==> src/rtl/uart_rx.sv <==
// -----------------------------------------------------------------------------
// uart_rx
//   Receiver for the 8-N-1 serial link. The asynchronous line is brought into
//   the i_Clock domain by a two-flop synchronizer. Each bit is then sampled at
//   its midpoint. A received byte is presented with a one-cycle o_RX_DV pulse.
//   A stop bit sampled as 0 produces a one-cycle o_Frame_Err pulse instead.
//
//   Optional build macro: UART_RX_PARITY_EN
//     When defined, an even-parity bit follows the data bits and o_Parity_Err
//     is added. When undefined, the frame is 10 bits with no parity.
//
// Parameters
//   CLKS_PER_BIT  i_Clock cycles per serial bit (legal 4..65535)
//
// Ports
//   i_Clock       system clock, rising edge
//   i_Rst         synchronous active-high reset
//   i_RX_Serial   asynchronous serial input, idles high
//   o_RX_DV       one-cycle pulse, o_RX_Byte holds a new good byte
//   o_RX_Byte     last good byte, held until the next good byte
//   o_RX_Active   high from start-bit qualification until the stop sample
//   o_Frame_Err   one-cycle pulse when the stop bit is sampled low
//   o_Parity_Err  (UART_RX_PARITY_EN only) one-cycle pulse on parity mismatch
// -----------------------------------------------------------------------------
module uart_rx #(
  parameter int CLKS_PER_BIT = 217
) (
  input  logic       i_Clock,
  input  logic       i_Rst,
  input  logic       i_RX_Serial,
  output logic       o_RX_DV,
  output logic [7:0] o_RX_Byte,
  output logic       o_RX_Active,
  output logic       o_Frame_Err
`ifdef UART_RX_PARITY_EN
  ,
  output logic       o_Parity_Err
`endif
);

  localparam int CNT_W = $clog2(CLKS_PER_BIT) + 1;

  localparam logic [CNT_W-1:0] HALF_CNT = CNT_W'((CLKS_PER_BIT - 1) / 2);
  localparam logic [CNT_W-1:0] LAST_CNT = CNT_W'(CLKS_PER_BIT - 1);

  localparam logic [2:0] S_IDLE      = 3'd0;
  localparam logic [2:0] S_START     = 3'd1;
  localparam logic [2:0] S_DATA      = 3'd2;
`ifdef UART_RX_PARITY_EN
  localparam logic [2:0] S_PARITY    = 3'd3;
`endif
  localparam logic [2:0] S_STOP      = 3'd4;
  localparam logic [2:0] S_CLEANUP   = 3'd5;
  localparam logic [2:0] S_WAIT_HIGH = 3'd6;

  logic             rx_p0;
  logic             rx_p1;
  logic             rx_s;
  logic [2:0]       state;
  logic [CNT_W-1:0] clk_cnt;
  logic [2:0]       bit_idx;
  logic [7:0]       shift_data;
`ifdef UART_RX_PARITY_EN
  logic             parity_bad;

  // Even parity: XOR of the data bits and the parity bit must be zero.
  function automatic logic parity_mismatch(input logic [7:0] data, input logic par);
    return (^data) ^ par;
  endfunction
`endif

  // Stage p0/p1: two-flop synchronizer; idle-high reset keeps IDLE from
  // seeing a false start as reset releases.
  always_ff @(posedge i_Clock) begin
    if (i_Rst) begin
      rx_p0 <= 1'b1;
      rx_p1 <= 1'b1;
    end else begin
      rx_p0 <= i_RX_Serial;
      rx_p1 <= rx_p0;
    end
  end

  assign rx_s = rx_p1;

  // Receive FSM: all decisions use the synchronized bit.
  always_ff @(posedge i_Clock) begin
    if (i_Rst) begin
      state       <= S_IDLE;
      clk_cnt     <= '0;
      bit_idx     <= 3'd0;
      o_RX_DV     <= 1'b0;
      o_RX_Byte   <= 8'h00;
      o_RX_Active <= 1'b0;
      o_Frame_Err <= 1'b0;
`ifdef UART_RX_PARITY_EN
      o_Parity_Err <= 1'b0;
      parity_bad   <= 1'b0;
`endif
    end else begin
      // Status outputs are pulses: low unless set below this cycle.
      o_RX_DV     <= 1'b0;
      o_Frame_Err <= 1'b0;
`ifdef UART_RX_PARITY_EN
      o_Parity_Err <= 1'b0;
`endif
      case (state)
        S_IDLE: begin
          clk_cnt <= '0;
          bit_idx <= 3'd0;
          if (!rx_s) state <= S_START;
        end

        S_START: begin
          if (clk_cnt == HALF_CNT) begin
            clk_cnt <= '0;
            // A line that is back high at mid start bit was a glitch.
            if (!rx_s) begin
              state       <= S_DATA;
              o_RX_Active <= 1'b1;
            end else begin
              state <= S_IDLE;
            end
          end else begin
            clk_cnt <= clk_cnt + CNT_W'(1);
          end
        end

        S_DATA: begin
          if (clk_cnt == LAST_CNT) begin
            clk_cnt <= '0;
            if (bit_idx == 3'd7) begin
              bit_idx <= 3'd0;
`ifdef UART_RX_PARITY_EN
              state   <= S_PARITY;
`else
              state   <= S_STOP;
`endif
            end else begin
              bit_idx <= bit_idx + 3'd1;
            end
          end else begin
            clk_cnt <= clk_cnt + CNT_W'(1);
          end
        end

`ifdef UART_RX_PARITY_EN
        S_PARITY: begin
          if (clk_cnt == LAST_CNT) begin
            clk_cnt    <= '0;
            parity_bad <= parity_mismatch(shift_data, rx_s);
            state      <= S_STOP;
          end else begin
            clk_cnt <= clk_cnt + CNT_W'(1);
          end
        end
`endif

        S_STOP: begin
          if (clk_cnt == LAST_CNT) begin
            clk_cnt     <= '0;
            o_RX_Active <= 1'b0;
            if (rx_s) begin
              state <= S_CLEANUP;
`ifdef UART_RX_PARITY_EN
              if (parity_bad) begin
                o_Parity_Err <= 1'b1;
              end else begin
                o_RX_DV   <= 1'b1;
                o_RX_Byte <= shift_data;
              end
`else
              o_RX_DV   <= 1'b1;
              o_RX_Byte <= shift_data;
`endif
            end else begin
              // Framing error wins over any parity result.
              o_Frame_Err <= 1'b1;
              state       <= S_WAIT_HIGH;
            end
          end else begin
            clk_cnt <= clk_cnt + CNT_W'(1);
          end
        end

        S_CLEANUP: begin
          state <= S_IDLE;
        end

        // Hold off start detection until a break or stuck-low line releases.
        S_WAIT_HIGH: begin
          if (rx_s) state <= S_IDLE;
        end

        default: begin
          state <= S_IDLE;
        end
      endcase
    end
  end

  // Data shift register: every frame overwrites all eight bits before use,
  // so it needs no reset.
  always_ff @(posedge i_Clock) begin
    if (state == S_DATA && clk_cnt == LAST_CNT) begin
      shift_data[bit_idx] <= rx_s;
    end
  end

endmodule

==> config.mk <==
export PLATFORM = sky130hd
export DESIGN_NAME = uart_rx
export DESIGN_NICKNAME = d
export VERILOG_FILES = /design/src/rtl/uart_rx.sv
export SDC_FILE = /design/constraint.sdc
export NUM_CORES = 1
export LEC_CHECK = 0
export BUFFER_PORTS_ARGS = -buffer_cell sky130_fd_sc_hd__buf_2
export CORE_MARGIN = 10
export CORE_UTILIZATION = 38
export DETAILED_ROUTE_END_ITERATION = 16
export GPL_TIMING_DRIVEN = 0
export PLACE_DENSITY_LB_ADDON = 0.1
export SYNTH_ARGS = -nofsm -noshare
export SYNTH_HDL_FRONTEND = slang
export SYNTH_SLANG_ARGS = --single-unit
==> constraint.sdc <==
create_clock -name i_Clock -period 2.8 [get_ports i_Clock]
set_clock_uncertainty 0.1 [all_clocks]
set_input_delay 0.14 -clock i_Clock [delete_from_list [all_inputs] [get_ports i_Clock]]
set_output_delay 0.14 -clock i_Clock [all_outputs]
set_load 0.1 [all_outputs]
### After elaboration in Yosys (flattened, before gate mapping)

Cells that the tools add are included.

* bits in registers: 36
* bits of input ports: 3
* output and inout bits: 11

* add/sub/neg operators: 2
* $lt $le $gt $ge: 2
* eq/ne operators: 14
* mux-type cells: 24
* bitwise operators: 2
* reduce and logical (&&, ||, !) cells: 12

Operators with widths (number)
* case mux 9 bit (3 select lines): 1
* two-way mux 3 bit: 8
* two-way mux 9 bit: 2
* case mux 3 bit (5 select lines): 1
* inequality test 2 bit, second input constant: 7
* adder 9 x 1 -> 9 bit, second input constant: 1
* equality test 3 bit, second input constant: 3
* equality test 9 x 7 -> 1 bit, second input constant: 1
* equality test 9 x 8 -> 1 bit, second input constant: 1
* bitwise mux 8 bit: 1
* two-way mux 1 bit: 6
* case mux 3 bit (2 select lines): 1
* AND reduction 6 bit: 1
* less-than comparator 3 x 4 -> 1 bit, second input constant: 1
* two-way mux 2 bit: 2
* AND reduction 4 bit: 1
* nonzero test 2 bit: 2
* adder 3 x 1 -> 3 bit, second input constant: 1
* demux 1 bit (select 3 bit): 1
* equality test 3 x 1 -> 1 bit, second input constant: 1
* equality test 3 x 2 -> 1 bit, second input constant: 1
* >= comparator 3 x 1 -> 1 bit, second input constant: 1
* zero test 3 bit: 1
* AND reduction 3 bit: 1
* 7 further kinds: 9

### Depth between registers and ports, before layout

Gate-level depths: netlist of the first run.

* depth in word-level cells: 5
* gate-level depth with buffers: 8
* depth with buffers taken out: 7

### Least setup slack after synthesis of the first run

Ideal clock, no wire load.

* kind: reg-to-reg
* from: reg clk_cnt[0]
* to: reg shift_data[0], enable pin
* data arrival time: 1.487 ns
* required time: 2.388 ns
* slack: 0.900 ns
* cell stages (with the launch flop): 8
* buffers on the path: 0
* clock period less this slack: 1.900 ns
* cell sequence: dfxtp_1 > inv_1 > ha_1 > nand4b_2 > nor4_4 > and3_2 > nand2b_1 > nor3_1

* longest elaborated chain between the ends: 2

RTL lines
* from (decl): RTL line 60 `logic [CNT_W-1:0] clk_cnt;`
* from (signal assigned): RTL line 125 `clk_cnt <= clk_cnt + CNT_W'(1);`
* from (signal assigned): RTL line 143 `clk_cnt <= clk_cnt + CNT_W'(1);`
* from (signal assigned): RTL line 182 `clk_cnt <= clk_cnt + CNT_W'(1);`
* equality test 9 x 8 -> 1 bit: RTL line 205 `if (state == S_DATA && clk_cnt == LAST_CNT) begin`
* logical AND 1 bit: RTL line 205
* to (signal, indexed assignment): RTL line 206 `shift_data[bit_idx] <= rx_s;`
* to (decl): RTL line 62 `logic [7:0] shift_data;`

No other way between the ends.
A chain may end at the register's enable or synchronous reset.

### Final worst setup path of the first run

* from: reg clk_cnt[0]
* to: reg o_RX_Byte[4]

* longest elaborated chain between the ends: 2

RTL lines
* equality test 9 x 8 -> 1 bit: RTL line 160 `if (clk_cnt == LAST_CNT) begin`
* AND reduction 3 bit (no source line)
* to (signal assigned): RTL line 174 `o_RX_Byte <= shift_data;`
* to (decl): RTL line 32 `output logic [7:0] o_RX_Byte,`

No other way between the ends.

==> flow_metrics.tcl, run 1 <==
set metrics [dict create \
    start_util 0.3922 \
    yosys_warnings 0 \
    synthAdderAreaFrac 0.02930 \
    final_nets 206 \
    post_cts_buffers 0 \
    mappedNetlistNets 185 \
    finish.utilization 0.4500 \
    startpoint_type "flop" \
    core_um2 4354 \
    hold_viol 0 \
    grt_pass1_wl_mm 6.078 \
    dp_hpwl_mm 2.602 \
    clk_latency_ns 0.29 \
    tightest_slew_ns 0.5763 \
    port_buffers 13 \
    die_h_um 87.04 \
    syn_to_final_growth_pct 14.73 \
    grt_pass1_vias 1305 \
    yosysTopAreaCell "dfxtp_1" \
    synth-edff-count 8 \
    synth_flop_cell "dfxtp_1" \
    dpl-instance-area_um2 1838 \
    path_buf_inv 1 \
    place_congestion 0.8229 \
    finalSetupViolCount 0 \
    clock_sinks 36 \
    clk_pin_slew_ns 0.07 \
    synthCells 178 \
    grt_remaining_overflow 0 \
    dp_cells 243 \
    synth-compound-area-share 0.1363 \
    drv_cap 0 \
    cts_max_path_buffers 2 \
    final_max_slew_viol_count 0 \
    synth_top_area_share 0.3282 \
    root_buffer "clkbuf_8" \
    path_cells "inv_1 -> ha_1 -> nand2b_1 -> nor4_2 -> nand4_2 -> mux2i_1 -> nor2_1" \
    num_vias 1400 \
    wirelength_mm 3.565 \
    path_max_fanout 8 \
    drtIter0Drc 82 \
    synth_area_um2 1708 \
    slowest_delay_ns 0.47 \
    crit_family "simple AND/OR/NAND/NOR gates" \
    fin_tns_setup_ns 0 \
    antennaDiodeCount 0 \
    ant_nets 0 \
    async_flop_share 0 \
    cp_slowest_cell "nor4_2" \
    fmax_mhz 458.3 \
    avgRoutedWirePerCell_um 14.15 \
    via_per_inst 5.556 \
    netlist_top_cells_area "dfxtp_1, edfxtp_1, nor2_1, a31oi_1, mux2i_1" \
    path_class "reg2reg" \
    final_cell_area_um2 1959 \
    final_cell_mix "dfxtp_1, nor2_1, a31oi_1, buf_2, nand2_1" \
    rsz0062_at_grt "false" \
    slew_headroom 0.6144 \
    min_period_ns 2.182 \
    synth_top_family_by_area "simple AND/OR/NAND/NOR gates" \
    synth_simple_gate_area_frac 0.2513 \
    rows 24 \
    grt_antenna_before_repair 0 \
    grt_max_degree 15 \
    synth.avg_cell_area_um2 9.595 \
    status "complete, no violations" \
    endpoint_kind "flop" \
    drc 0 \
    grtUsageTotal 0.1001 \
    peakVddDrop_v 0.0002810 \
    fin_crit_sh 0.7793 \
    first_pass_iters 4 \
    die_area_um2 7576 \
    instances_no_fill 252 \
    synth_xor_area_frac 0.005128 \
    ys_ff_latch 36 \
    synth_mux_area_frac 0.04689 \
    crit_required_ns 2.87 \
    yosysUniqueCellTypes 43 \
    hold_class "in2reg" \
    cts-htree-levels 2 \
    cellLeakagePower_nw 0.7834 \
    layout-drive-gt1-share 0.2100 \
    crit_arrival_ns 2.25 \
    final_common_cell "dfxtp_1" \
    seq_area_frac_synth 0.4689 \
    die_w_um 87.04 \
    cts_tree "yes" \
    cts_buffers 5 \
    ioPinCount 14 \
    totalPowerFinal_w 0.001198 \
    power_density_nw_per_um2 611.4 \
]
[layer usage]
metal	GRT usage	part of all wire
met4	0.05596	0.020
met5	0	0
met1	0.1295	0.48
met2	0.1446	0.44
met3	0.02903	0.054
[synthesized netlist by cell type (2+ instances only)]
library cell / number
dfxtp_1: 28
nor2_1: 25
a31oi_1: 14
nand2_1: 11
a21oi_1: 9
edfxtp_1: 8
mux2i_1: 8
nor3_1: 8
inv_1: 7
nand3_1: 6
nand2b_1: 5
ha_1: 4
and3_1: 3
and3_2: 3
clkbuf_8: 3
o21ai_0: 3
and2b_2: 2
buf_6: 2
clkbuf_1: 2
nand4b_1: 2
o21ai_1: 2
or2_2: 2
[kinds of logic after synthesis]
family | after synthesis
xor gates and xnor gates | 1
adders and majority gates | 4
and+or+nand+nor | 77
buffers and inverters | 16
AOI/OAI and AO/OA | 36
DFF | 36
muxes | 8
[tightest hold or removal path: cells and delay by family]
family | cells | cell delay [ns]
buf+inv | 2 | 0.26
simple gates | 1 | 0.11
[power by group]
part	internal, W	total [W]	switching (W)
logic	0.0000663	0.000183	0.000117
registers	0.000543	0.000558	0.0000155
clock network	0.000263	0.000457	0.000193
[path summary, 6_finish.rpt]
path | from | endpoint | slack, ns | cells past startpoint
setup / recovery | clk_cnt[0] | o_RX_Byte[4] | 0.62 | 7
hold / removal | i_Rst | rx_p1 | 0.15 | 3
setup reg to reg | clk_cnt[0] | o_RX_Byte[4] | 0.62 | 7
hold reg to reg | rx_p0 | rx_p1 | 0.32 | 1
[registers in the layout (all words and copies together), names as in the netlist]
signal and cells:
bit_idx 3, o_Frame_Err 1, rx_p0 1, shift_data 8, rx_p1 1, state 3
o_RX_Byte 8, clk_cnt 9, o_RX_DV 1, o_RX_Active 1
[area by class of cell]
class	count	area (µm²)
plain buffers	8	76.32
well taps	52	65.06
repair buffers	14	75.07
clock inverters	3	42.54
fillers	438	2395
inverters	8	30.03
clock buffers	5	68.82
multi-input cells	126	800.8
flip-flops and latches	36	800.8
[timing repair]
item	4_1_cts	5_1_grt
resized for setup	0	0
hold endpoints to repair	1	0
hold buffers	1	0
setup endpoints to repair	0	0
[stage by stage]
step | hold WS [ns] | setup WS [ns]
2_1_floorplan | 0.1438 | 0.9005
3_3_place_gp | 0.2233 | 0.6034
3_5_place_dp | 0.2366 | 0.5712
4_1_cts | 0.1406 | 0.5595
5_1_grt | 0.1589 | 0.4031
6_report | 0.1482 | 0.6180
Note: power is estimated with default switching activity, not from simulation.
==> run 2, diff against run 1 <==
==> constraint.sdc (replaced) <==
create_clock -name i_Clock -period 2.1 [get_ports i_Clock]
set_clock_uncertainty 0.1 [all_clocks]
set_input_delay 0.105 -clock i_Clock [delete_from_list [all_inputs] [get_ports i_Clock]]
set_output_delay 0.105 -clock i_Clock [all_outputs]
set_load 0.1 [all_outputs]
==> run 2 against run 1 <==
Effect of this change:
- sequential power is 34% higher
- highest routed layer unchanged
- clock-buffer cell count stayed put
- design area is 6.6% higher
- critical path type unchanged
==> flow_metrics.tcl, run 2 (synthesis results as in run 1) <==
set metrics [dict create \
    status "complete, no violations" \
    grt_remaining_overflow 0 \
    instances_no_fill 254 \
    cp_slowest_cell "or4_4" \
    p_int_w 0.001186 \
    power_density_nw_per_um2 790.3 \
    pwr-share-seq 0.454 \
    clk_pin_slew_ns 0.07 \
    crit_required_ns 2.23 \
    num_vias 1388 \
    slowest_delay_ns 0.55 \
    path_cells "inv_2 -> ha_4 -> nand4b_4 -> nor4_4 -> buf_4 -> a31oi_4 -> or4_4 -> a21oi_2" \
    dp_hpwl_mm 2.602 \
    ant_nets 0 \
    fin_tns_setup_ns 0 \
    path_class "reg2reg" \
    grt_use_met1 0.1306 \
    crit_arrival_ns 2.15 \
    antennaDiodeCount 0 \
    peakVddDrop_v 0.0003577 \
    final_max_slew_viol_count 0 \
    pwr-share-clk 0.371 \
    fillCellCount 430 \
    cp-startpoint "clk_cnt[0]" \
    endpoint_kind "flop" \
    final_cell_area_um2 2088 \
    hp-start "i_Rst" \
    cts_buffers 5 \
    avgRoutedWirePerCell_um 14.82 \
    core_um2 4354 \
    ioPinCount 14 \
    grt_pass1_vias 1311 \
    dpl-instance-area_um2 1838 \
    tightest_slew_ns 0.6552 \
    swShare 0.2811 \
    drv_cap 0 \
    final_nets 208 \
    hold_class "in2reg" \
    seqCellArea_um2 807.0 \
    grt_pass1_wl_mm 6.182 \
    fmax_mhz 495.9 \
    place_congestion 0.8229 \
    largest_reg_flops 9 \
    top_usage_layer "met2" \
    via_per_inst 5.465 \
    layout-drive-gt1-share 0.3119 \
    cts-htree-levels 2 \
    grtUsageTotal 0.1022 \
    cellLeakagePower_nw 0.8183 \
    pre_cts_ws_ns -0.1288 \
    first_pass_iters 4 \
    layout_setup_ws_ns 0.08345 \
    die_w_um 87.04 \
    cts_max_path_buffers 2 \
    multiInputGateArea_um2 908.4 \
    die_h_um 87.04 \
    grt_max_degree 15 \
    clock_sinks 36 \
    grt_antenna_before_repair 0 \
    totalPowerFinal_w 0.001650 \
    final_cell_mix "nor2_1, dfxtp_1, buf_2, a31oi_1, nand2_1" \
    die_area_um2 7576 \
    cts_tree "yes" \
    start_util 0.3922 \
    rows 24 \
    syn_to_final_growth_pct 22.27 \
    use_met2 0.1506 \
    startpoint_type "flop" \
    p_switching_w 0.0004638 \
    finalSetupViolCount 0 \
    clk_latency_ns 0.29 \
    met3_usage 0.02903 \
    path_max_fanout 5 \
    root_buffer "clkbuf_8" \
    fin_crit_sh 0.9603 \
    slew_headroom 0.5616 \
    timing.rr.start "clk_cnt[0]" \
    top_register "clk_cnt" \
    port_buffers 13 \
    min_period_ns 2.017 \
    drc 0 \
    wirelength_mm 3.765 \
    drtIter0Drc 89 \
    reg.largest.list "clk_cnt (9), o_RX_Byte (8), shift_data (8)" \
    dp_cells 243 \
    hold_viol 0 \
    p_comb_frac 0.175 \
]
[run 2: timing repair]
| item | in CTS | in global routing |
|---|---|---|
| endpoints found under the setup margin | 19 | 20 |
| setup buffers | 0 | 2 |
| hold buffers | 1 | 0 |
| resized for setup | 3 | 23 |
| pin swaps | 2 | 7 |
| hold endpoints to repair | 1 | 0 |
[run 2: cell type report]
type / instances / share of cell area
Timing Repair Buffer: 16 / 0.04314
Sequential cell: 36 / 0.3865
Clock inverter: 3 / 0.02037
Tap cell: 52 / 0.03116
Clock buffer: 5 / 0.03295
Multi-Input combinational cell: 126 / 0.4350
Buffer: 8 / 0.03655
Inverter: 8 / 0.01438
[run 2: worst paths after layout]
kind                                 end  slack [ns]  cells past startpoint
worst max-delay path            state[1]        0.08                      8
worst min-delay path               rx_p1        0.11                      3
worst max register to register  state[1]        0.08                      8
worst min register to register     rx_p1        0.32                      1
[run 2: worst max-delay path, delay by kind of cell, from the launching register on]
kind                       cells  cell delay [ns]
and+or+nand+nor                3             0.87
DFF                            1             0.34
buffers and inverters          2             0.27
AOI/OAI and AO/OA              2             0.21
adders and majority gates      1             0.15
[run 2: layer usage]
layer | share of wire | vias up
met5 | 0 | -
met2 | 0.47 | 23
met4 | 0.019 | 0
li1 | - | 691
met1 | 0.47 | 667
met3 | 0.042 | 7
[run 2: per-stage QoR]
step                        util  hold WS, ns
after global placement    0.4221       0.1883
after global routing      0.4796       0.1239
after detailed placement  0.4221       0.2016
after floorplan                -       0.1088
final                     0.4796       0.1118
after CTS                 0.4566       0.1056
[run 2: power by group through the flow]
stage,Clock (W),Combinational (W),Sequential [W]
final,0.000612,0.000289,0.000749
after global routing,0.000653,0.000318,0.000752
after CTS,0.000629,0.000255,0.000745
after detailed placement,0,0.000241,0.000761
after global placement,0,0.000236,0.000760
after floorplan,0,0.000189,0.000760
